**config.mk**
```make
export PLATFORM = sky130hd
export DESIGN_NAME = lif_neuron
export DESIGN_NICKNAME = d
export VERILOG_FILES = /design/src/rtl/lif_neuron.sv
export SDC_FILE = /design/constraint.sdc
export NUM_CORES = 1
export LEC_CHECK = 0
export ABC_AREA = 1
export CORE_UTILIZATION = 40
export CTS_CLUSTER_SIZE = 14
export DETAILED_ROUTE_END_ITERATION = 8
export GPL_TIMING_DRIVEN = 0
export PLACE_DENSITY = 0.72
export REMOVE_ABC_BUFFERS = 1
export SYNTH_ARGS = -nofsm -noshare
export SYNTH_HDL_FRONTEND = slang
export SYNTH_SLANG_ARGS = --single-unit
```
**constraint.sdc**
```tcl
create_clock -name clk -period 5 [get_ports clk]
set_input_delay 0.75 -clock clk [delete_from_list [all_inputs] [get_ports clk]]
set_output_delay 0.75 -clock clk [all_outputs]
set_load 0.03 [all_outputs]
```
**src/rtl/lif_neuron.sv**
```systemverilog
// Leaky integrate-and-fire neuron: integrates one signed weighted sum per
// accepted step, leaks by a right shift, fires at threshold and then ignores
// REFRAC accepted steps. Runs for TSTEPS accepted steps per inference window.
module lif_neuron #(
    parameter int IN_WIDTH   = 8,
    parameter int POT_WIDTH  = 12,
    parameter int THRESH     = 64,
    parameter int LEAK_SHIFT = 3,
    parameter int REFRAC     = 2,
    parameter int TSTEPS     = 16
) (
    input  logic                           clk,
    input  logic                           rst_n,
    input  logic                           start,
    input  logic                           sum_valid,
    input  logic [IN_WIDTH-1:0]            sum_in,
    output logic                           sum_ready,
    output logic                           spike,
    output logic                           spike_valid,
    output logic [$clog2(TSTEPS+1)-1:0]    spike_count,
    output logic                           busy,
    output logic                           done,
    output logic [POT_WIDTH-1:0]           potential
);

    localparam int CW = $clog2(TSTEPS + 1);
    localparam int RW = $clog2(REFRAC + 2);
    localparam int TW = POT_WIDTH + 2;

    typedef enum logic [1:0] {
        IDLE,
        RUN,
        DONE
    } state_t;

    state_t state;
    state_t state_next;

    logic [CW-1:0]        step_cnt;
    logic [RW-1:0]        refrac_cnt;
    logic                 accept;
    logic                 last_step;
    logic [POT_WIDTH-1:0] leak;
    logic [TW-1:0]        t_sum;
    logic [POT_WIDTH-1:0] v_new;
    logic                 fire;

    assign sum_ready = (state == RUN) & ~start;
    assign busy      = (state == RUN);
    assign done      = (state == DONE);
    assign accept    = sum_valid & sum_ready;
    assign last_step = (step_cnt == CW'(TSTEPS - 1));

    // State register
    always_ff @(posedge clk) begin
        if (!rst_n) begin
            state <= IDLE;
        end else begin
            state <= state_next;
        end
    end

    // Next-state: start restarts from any state; DONE lasts one cycle
    always_comb begin
        state_next = state;
        if (start) begin
            state_next = RUN;
        end else begin
            case (state)
                IDLE: state_next = IDLE;
                RUN:  if (accept && last_step) state_next = DONE;
                DONE: state_next = IDLE;
                default: state_next = IDLE;
            endcase
        end
    end

    // Membrane update: leak, add sign-extended sum, clamp to 0..max, threshold
    always_comb begin
        leak = '0;
        if (LEAK_SHIFT != 0) begin
            leak = potential >> LEAK_SHIFT;
        end
        // Two guard bits: the top bit flags a negative result, the next an overflow
        t_sum = {2'b00, potential} - {2'b00, leak}
              + {{(TW - IN_WIDTH){sum_in[IN_WIDTH-1]}}, sum_in};
        if (t_sum[TW-1]) begin
            v_new = '0;
        end else if (t_sum[TW-2]) begin
            v_new = '1;
        end else begin
            v_new = t_sum[POT_WIDTH-1:0];
        end
        fire = (v_new >= POT_WIDTH'(THRESH));
    end

    // Step, refractory, potential and spike registers
    always_ff @(posedge clk) begin
        if (!rst_n) begin
            potential   <= '0;
            step_cnt    <= '0;
            refrac_cnt  <= '0;
            spike_count <= '0;
            spike       <= 1'b0;
            spike_valid <= 1'b0;
        end else if (start) begin
            potential   <= '0;
            step_cnt    <= '0;
            refrac_cnt  <= '0;
            spike_count <= '0;
            spike       <= 1'b0;
            spike_valid <= 1'b0;
        end else begin
            spike_valid <= accept;
            if (accept) begin
                step_cnt <= step_cnt + 1'b1;
                if (refrac_cnt != '0) begin
                    refrac_cnt <= refrac_cnt - 1'b1;
                    potential  <= '0;
                    spike      <= 1'b0;
                end else if (fire) begin
                    potential  <= '0;
                    spike      <= 1'b1;
                    refrac_cnt <= RW'(REFRAC);
                    if (spike_count != CW'(TSTEPS)) begin
                        spike_count <= spike_count + 1'b1;
                    end
                end else begin
                    potential <= v_new;
                    spike     <= 1'b0;
                end
            end
        end
    end

endmodule

```
* Word-level counts from Yosys, hierarchy flattened
Index checks and enable logic that the tools add are counted.
Storage, ports and cells: logic and storage cells 43, bits of input ports 12, output and inout bits 22, bits in registers 28
Cells by class: eq/ne operators 5, add/sub/neg operators 5, bitwise logic cells 6, $lt $le $gt $ge 1, reductions and logical operators 7, muxes and demuxes 11
Operators by type and width (count):
- 12-bit 2-to-1 mux | 4
- 13-bit by 8-bit adder with 14-bit output | 1
- 12-bit by 9-bit subtractor with 13-bit output | 1
- 12-bit by 7-bit greater-or-equal comparator with 1-bit output, second input constant | 1
- 5-bit by 1-bit adder with 5-bit output, second input constant | 2
- 5-bit by 4-bit equality test with 1-bit output, second input constant | 1
- 1-bit 2-to-1 mux | 5
- 5-bit != test, second input constant | 1
- 2-bit 2-to-1 mux | 2
- 1-bit NOT | 4
- 4-bit AND reduction | 1
- 2-bit nonzero test | 2
- 3-bit by 2-bit != test with 1-bit output, second input constant | 1
- 3-bit OR reduction | 1
- 1-bit bitwise AND | 2
- 2-bit by 1-bit equality test with 1-bit output, second input constant | 1
- 2-bit equality test, second input constant | 1
- 2-bit AND reduction | 1
- 2-bit OR reduction | 1
- 2-bit by 1-bit subtractor with 2-bit output, second input constant | 1
- 1-bit logical AND | 1

* Depth between registers and ports, before layout
Gate-level depths: netlist (run 1).
word-level depth 7, depth in mapped cells 27

* Worst setup path after synthesis (run 1)
OpenSTA, ideal clock, no wires.
path kind reg2reg, from register potential[0], to register spike_count[0], buffers on the path 0, period minus slack after synthesis 3559 ps, setup time 113 ps, path slack 1441 ps, stages on the path, launching flop included 24, arrival time 3446 ps, data required time 4887 ps, cell sequence dfxtp_1 -> inv_1 -> ha_1 -> fa_1 -> nand3b_1 -> and2_1 -> inv_1 -> a21oi_1 -> inv_1 -> a211oi_1 -> xor2_1 -> ha_1 -> nand2_1 -> inv_1 -> a21oi_2 -> nand4_1 -> nand2_4 -> nand2_2 -> o21bai_4 -> nand3_2 -> nand3_2 -> nand2_1 -> nand2_1 -> nor2_1
On the way: cells in the longest elaborated chain, start to end 6
RTL lines:
- start: declaration | line 23 | output logic [POT_WIDTH-1:0] potential
- start signal: assignment | line 129 | potential <= v_new;
- 12-bit by 9-bit subtractor with 13-bit output * | line 85 | t_sum = {2'b00, potential} - {2'b00, leak}
- 13-bit by 8-bit adder with 14-bit output * | line 86 | + {{(TW - IN_WIDTH){sum_in[IN_WIDTH-1]}}, sum_in};
- 12-bit 2-to-1 mux | line 89 | end else if (t_sum[TW-2]) begin
- 12-bit 2-to-1 mux * | line 87 | if (t_sum[TW-1]) begin
- 12-bit by 7-bit greater-or-equal comparator with 1-bit output * | line 94 | fire = (v_new >= POT_WIDTH'(THRESH));
- 4-bit AND reduction (no line) *
- end signal: assignment | line 126 | spike_count <= spike_count + 1'b1;
- end: declaration | line 20 | output logic [$clog2(TSTEPS+1)-1:0] spike_count,
Every way passes the cells marked *; elsewhere a longest branch is shown, timed or not. A chain may end at the register's enable or synchronous reset.

* Worst setup path in the final report (run 1)
from register potential[6], to register potential[1]
On the way: cells in the longest elaborated chain, start to end 7
RTL lines:
- 12-bit by 9-bit subtractor with 13-bit output * | line 85
- 13-bit by 8-bit adder with 14-bit output * | line 86
- 12-bit 2-to-1 mux | line 89
- 12-bit 2-to-1 mux * | line 87
- 12-bit by 7-bit greater-or-equal comparator with 1-bit output | line 94
- 12-bit 2-to-1 mux * | line 121 | end else if (fire) begin
- 12-bit 2-to-1 mux * | line 117 | if (refrac_cnt != '0) begin
Marks and branches as above.

==> out/qor.yml, run 1 <==
fillers: 617
ys_ff_latch: 28
switching_share_pct: 27.9
dpl_cell_area_sq_um: 2950
antenna_found_initial: 0
r2r-end: "potential[1]$_SDFFE_PP0P_"
fmax_ghz: 0.264
die_y_microns: 81.7
grt_pass1_wl_microns: 9050
synth_seq_area_share_pct: 22.1
regArea_sq_um: 561
drive_gt1_share_pct: 7.38
holdCritStartpoint: "spike$_SDFFE_PP0P_"
chipWidth_microns: 81.7
period_share_pct: 75.7
num_rows: 28
powerDensity_nw_per_um2: 154
startpoint: "potential[6]$_SDFFE_PP0P_"
cp-start-kind: "register"
insertion_delay_ns: 0.27
p_comb_share_pct: 21.3
finalHoldViolCount: 0
path_max_fanout: 8
start_util_pct: 42.2
setup.worst_path.end_class: "register"
syn_avg_cell_area_sq_um: 6.58
ant_nets: 0
drc_errors: 0
io_pins: 34
vias: 2383
r2r_slack_ns: 1.21
synth_warnings: 0
cts_htree_levels: 1
outcome: "finished, final reports clean"
nets: 463
r2r_start: "potential[6]$_SDFFE_PP0P_"
synthDistinctLibCells: 35
clk_pin_slew_ns: 0.09
vias_per_cell: 4.81
relSlewSlack_pct: 58.7
dp_hpwl_microns: 4420
clockBufferDepth: 2
p_leak_nw: 1.43
synthCells: 386
grt_remaining_overflow: 0
setup_viol: 0
ff2ff_path_depth: 20
numCtsBuffers: 3
finalSetupTns_ns: 0
diodes: 0
grt_pass1_vias: 2121
layout_common_cells: "nand2_1, inv_1, clkdlybuf4s50_1"
rsz0062_at_grt: "false"
final_cell_count_no_fill: 495
multiInputGateArea_sq_um: 1720
clock-sinks: 28
postCtsSetupBuffers: 0
cts_tree: "built"
cts-root-buf: "clkbuf_8"
fin_crit_ns: 3.79
placed_cells: 491
min_to: "spike$_SDFFE_PP0P_"
finalClockSkew_ns: 0.00494
critPathKind: "reg2reg"
firstDrtPassIters: 4
cts-resized-gates: 0
drtIter0Drc: 71
grt_usage_pct: 17.2
min_path_cells: 2
tightest_slew_ns: 0.617
clockPowerShare_pct: 29.8
cap_violations: 0
wl_per_cell_microns: 11.0
hold_buffers: 0
p_switching_mw: 0.129
dieArea_sq_um: 6670
hold_class: "reg2reg"
p_int_mw: 0.334
crit_arrival_ns: 3.98
crit_required_ns: 5.19
total_power_mw: 0.463
drv_slew: 0
fin_area_sq_um: 3010
grt_max_degree: 18
pwr-share-seq_pct: 48.9
core_area_sq_um: 6030
place.gp.congestion: 0.847
mappedNetlistArea_sq_um: 2540
layout_commonest_cell: "nand2_1"
ir_drop_mv: 0.190
io_buffer_count: 33
routed_wl_microns: 5430
syn2layout_area_growth_pct: 18.4
[final cells by class]
cell class	instances	area share (%)
inverters	65	8.11
well taps	75	3.12
flip-flops and latches	28	18.6
repair buffers	33	11.0
multi-input cells	290	57.3
clock buffers	4	1.83
[cell usage after synthesis]
library cell	n	area (sq um)
nor2_1	32	120
and2_4	1	8.76
nand3_1	19	95.1
nand2_4	1	11.3
a31oi_1	3	18.8
a21oi_2	5	43.8
o21bai_4	1	18.8
or2_1	1	6.26
nand3b_1	4	30.0
a21oi_1	25	125
a211oi_1	1	7.51
o21a_1	1	7.51
nor3_1	10	50.1
nand2_1	103	387
fa_1	2	40.0
nand3_2	5	50.1
nand2_2	7	43.8
o211ai_1	1	7.51
ha_1	28	350
inv_2	2	7.51
xor2_1	9	78.8
nand4_2	1	12.5
o21bai_1	1	7.51
and2_1	2	12.5
nand4_1	8	50.1
nor3b_1	2	15.0
nor2_2	2	12.5
clkbuf_1	3	11.3
dfxtp_1	28	561
clkinv_1	1	3.75
o21ai_0	6	30.0
inv_1	62	233
xnor2_1	7	61.3
o21ai_4	1	16.3
or2_2	1	6.26
[flip-flops by register name, indices dropped and copies added (netlist names)]
name	cells
spike_count	5
potential	12
refrac_cnt	2
step_cnt	5
state	2
spike	1
spike_valid	1
[worst max-delay path by stage]
stage	to	slack, ns
final	potential[1]$_SDFFE_PP0P_	1.21
after global routing	potential[2]$_SDFFE_PP0P_	0.80
after CTS	potential[1]$_SDFFE_PP0P_	1.19
after detailed placement	spike_count[1]$_SDFFE_PP0P_	1.22
after global placement	potential[1]$_SDFFE_PP0P_	1.24
after floorplan	potential[2]$_SDFFE_PP0P_	1.44
[routing by layer]
metal / wire length (microns) / track usage [%] / vias to the layer above
met1: 2670 / 21.9 / 1046
li1: - / - / 1300
met3: 143 / 1.00 / 5
met2: 2570 / 31.5 / 32
met4: 42 / 3.68 / 0
met5: 0 / 0 / -
[stage by stage]
step,utilization [%],hold WS (ns),worst slack (ns)
6_report,49.9,0.483,1.21
3_3_place_gp,49.0,0.463,1.24
5_1_grt,49.9,0.503,0.805
4_1_cts,49.9,0.483,1.19
2_1_floorplan,-,0.452,1.44
3_5_place_dp,49.0,0.461,1.22
[worst max-delay path, cell delays in order, from the launching register on]
cell and delay, ns:
dfxtp_1 0.40, inv_1 0.08, ha_1 0.35, a21oi_1 0.13
and2_1 0.20, inv_1 0.05, a21oi_1 0.20, inv_1 0.07
a211oi_1 0.31, xor2_1 0.19, ha_1 0.32, nand2_1 0.13
inv_1 0.06, a21oi_2 0.19, nand4_1 0.16, nand2_4 0.15
nand2_2 0.07, o21ai_4 0.15, nand3_2 0.17, nand3b_1 0.21
a21oi_1 0.12
[cells by family after synthesis]
group,after synthesis,synth area share [%]
and+or+nand+nor,199,35.9
buffers and inverters,68,10.0
AOI/OAI and AO/OA,45,11.1
adders and majority gates,30,15.4
DFF,28,22.1
xor gates and xnor gates,16,5.52
[power groups by stage]
stage / combinational, mW / clock [mW] / sequential [mW]
after floorplan: 0.0687 / 0 / 0.233
after global placement: 0.0977 / 0 / 0.231
after detailed placement: 0.0987 / 0 / 0.231
after CTS: 0.0994 / 0.142 / 0.226
after global routing: 0.111 / 0.151 / 0.227
final: 0.0988 / 0.138 / 0.226
Power figures use the tool's default switching activity.
==> run 2, diff against run 1 <==
Clock period 5 ns to 3.6 ns, I/O delays scaled along.
==> run 2 against run 1 <==
Die area did not move. Hold slack barely moved. First-iteration DRC count fell by 17%. Via count rose by 3.5%. Flip-flop and latch count did not move. Sequential share of layout area fell by 1.5 points. Power rose by 46%. Setup slack got worse by 1.1 ns. Largest power group unchanged.
==> out/qor.yml, run 2 (synthesis gave the netlist of run 1 again) <==
num_rows: 28  # unchanged
drc_errors: 0  # unchanged
finalSetupTns_ns: 0  # unchanged
p_int_mw: 0.478  # +43%
layout_common_cells: "nand2_1, inv_1, clkdlybuf4s50_1"
regMostFlops: "potential"
drive_gt1_share_pct: 21.1  # +14 points
antenna_found_initial: 0  # unchanged
cts_tree: "built"
grt_max_degree: 18  # unchanged
die_y_microns: 81.7  # unchanged
relSlewSlack_pct: 58.1  # -0.61 points
fin_util_pct: 55.9  # +6.0 points
dp_hpwl_microns: 4420  # unchanged
tightest_slew_ns: 0.626  # +0.00917 ns
switching_share_pct: 29.2  # +1.3 points
drv_slew: 0  # unchanged
fmax_ghz: 0.286  # +8.2%
grt_pass1_vias: 2133  # +0.57%
chipWidth_microns: 81.7  # unchanged
drtIter0Drc: 59  # -17%
cap_violations: 0  # unchanged
nets: 475  # +2.6%
clk_pin_slew_ns: 0.09  # about the same
finalClockSkew_ns: 0.00423  # -0.000714 ns
outcome: "finished, final reports clean"
start_util_pct: 42.2  # unchanged
regArea_sq_um: 577  # +2.9%
setup.worst_path.end_class: "register"
dpl_cell_area_sq_um: 2950  # unchanged
largest_reg_flops: 12  # unchanged
hold_class: "reg2reg"
ant_nets: 0  # unchanged
syn2layout_area_growth_pct: 32.6
io_pins: 34  # unchanged
clockBufferDepth: 2  # unchanged
insertion_delay_ns: 0.27  # about the same
ir_drop_mv: 0.257  # +36%
finalHoldViolCount: 0  # unchanged
min_path_cells: 2  # unchanged
cts-root-buf: "clkbuf_8"
reg_top3: "potential x12, spike_count x5, step_cnt x5"
path_max_fanout: 6  # -2
p_switching_mw: 0.197  # +53%
setup_viol: 0  # unchanged
grt_pass1_wl_microns: 9130  # +0.92%
powerDensity_nw_per_um2: 201  # +30%
cp-start-kind: "register"
critPathKind: "reg2reg"
dieArea_sq_um: 6670  # unchanged
p_comb_share_pct: 25.2  # +3.9 points
pwr-share-seq_pct: 46.3  # -2.6 points
grt_remaining_overflow: 0  # unchanged
grt_usage_pct: 17.3  # +0.17 points
routed_wl_microns: 5910  # +8.7%
diodes: 0  # unchanged
clockPowerShare_pct: 28.5  # -1.3 points
fillers: 567  # -8.1%
crit_arrival_ns: 3.69  # -0.29 ns
core_area_sq_um: 6030  # unchanged
cts_htree_levels: 1  # unchanged
hold_ws_ns: 0.483  # +0.0000640 ns
vias_per_cell: 4.86  # +1.0%
multiInputGateArea_sq_um: 1970  # +14%
vias: 2466  # +3.5%
rsz0062_at_grt: "true"
place.gp.congestion: 0.847  # unchanged
fin_crit_ns: 3.50  # -0.288 ns
firstDrtPassIters: 4  # unchanged
fin_area_sq_um: 3370  # +12%
layout_commonest_cell: "nand2_1"
period_share_pct: 97.2  # +21 points
numCtsBuffers: 3  # unchanged
crit_required_ns: 3.79  # -1.40 ns
io_buffer_count: 33  # unchanged
p_leak_nw: 1.54  # +7.3%
ff2ff_path_depth: 19  # -5.0%
wl_per_cell_microns: 11.6  # +6.1%
clock-sinks: 28  # unchanged
total_power_mw: 0.676  # +46%
## run 2: cell count changes in the layout (fill, tap and decap cells not counted), sizes merged
| cell | before | now |
|---|---|---|
| buf | 0 | 12 |
## run 2: power by group through the flow
stage          Clock, mW  Sequential, mW  Combinational, mW
2_1_floorplan          0           0.323             0.0954
3_3_place_gp           0           0.321              0.136
3_5_place_dp           0           0.321              0.137
4_1_cts            0.197           0.314              0.146
5_1_grt            0.210           0.313              0.187
6_report           0.193           0.313              0.170
## run 2: stage by stage
step	setup WS, ns	std cells
floorplan	0.0363	383
global placement	-0.156	491
detailed placement	-0.182	491
CTS	0.00893	498
global route	-0.158	507
finish	0.102	507
## run 2: final timing paths
path         slack, ns                        end                       from
min reg2reg       0.48         spike$_SDFFE_PP0P_         spike$_SDFFE_PP0P_
max               0.10  potential[1]$_SDFFE_PP0P_  potential[3]$_SDFFE_PP0P_
max reg2reg       0.10  potential[1]$_SDFFE_PP0P_  potential[3]$_SDFFE_PP0P_
min               0.48         spike$_SDFFE_PP0P_         spike$_SDFFE_PP0P_
## run 2: repair_timing
action	4_1_cts	5_1_grt
pin swaps	4	21
resized for setup	10	56
setup endpoints to repair	14	14
buffers inserted	3	9
hold buffers	0	0
hold endpoints to repair	0	0
## run 2: metal layers
layer,wire (microns),vias to the layer above,GRT usage (%)
met5,0,-,0
met4,42,0,3.68
met3,177,5,1.00
met2,2880,36,31.7
met1,2810,1098,22.3
li1,-,1327,-
## run 2: cell type report
| type | instances | share of cell area, % |
|---|---|---|
| inverter | 65 | 7.32 |
| timing repair buffer | 45 | 12.6 |
| multi-input combinational | 290 | 58.5 |
| tap | 75 | 2.79 |
| sequential | 28 | 17.1 |
| clock buffer | 4 | 1.63 |
## run 2: worst max-delay path, stage by stage, from the launching register on
cell and delay (ns):
dfxtp_4 0.38, ha_4 0.17, fa_2 0.39, nand3b_1 0.16
and2_4 0.17, o21ai_1 0.14, xnor2_1 0.18, inv_1 0.12
ha_4 0.30, nand2_2 0.06, nor2_1 0.18, nand2_1 0.09
nand2_1 0.07, nand2_1 0.05, nand2_1 0.08, nand3_1 0.14
o21ai_4 0.25, nand3_4 0.15, nand3b_1 0.19, a21oi_1 0.14
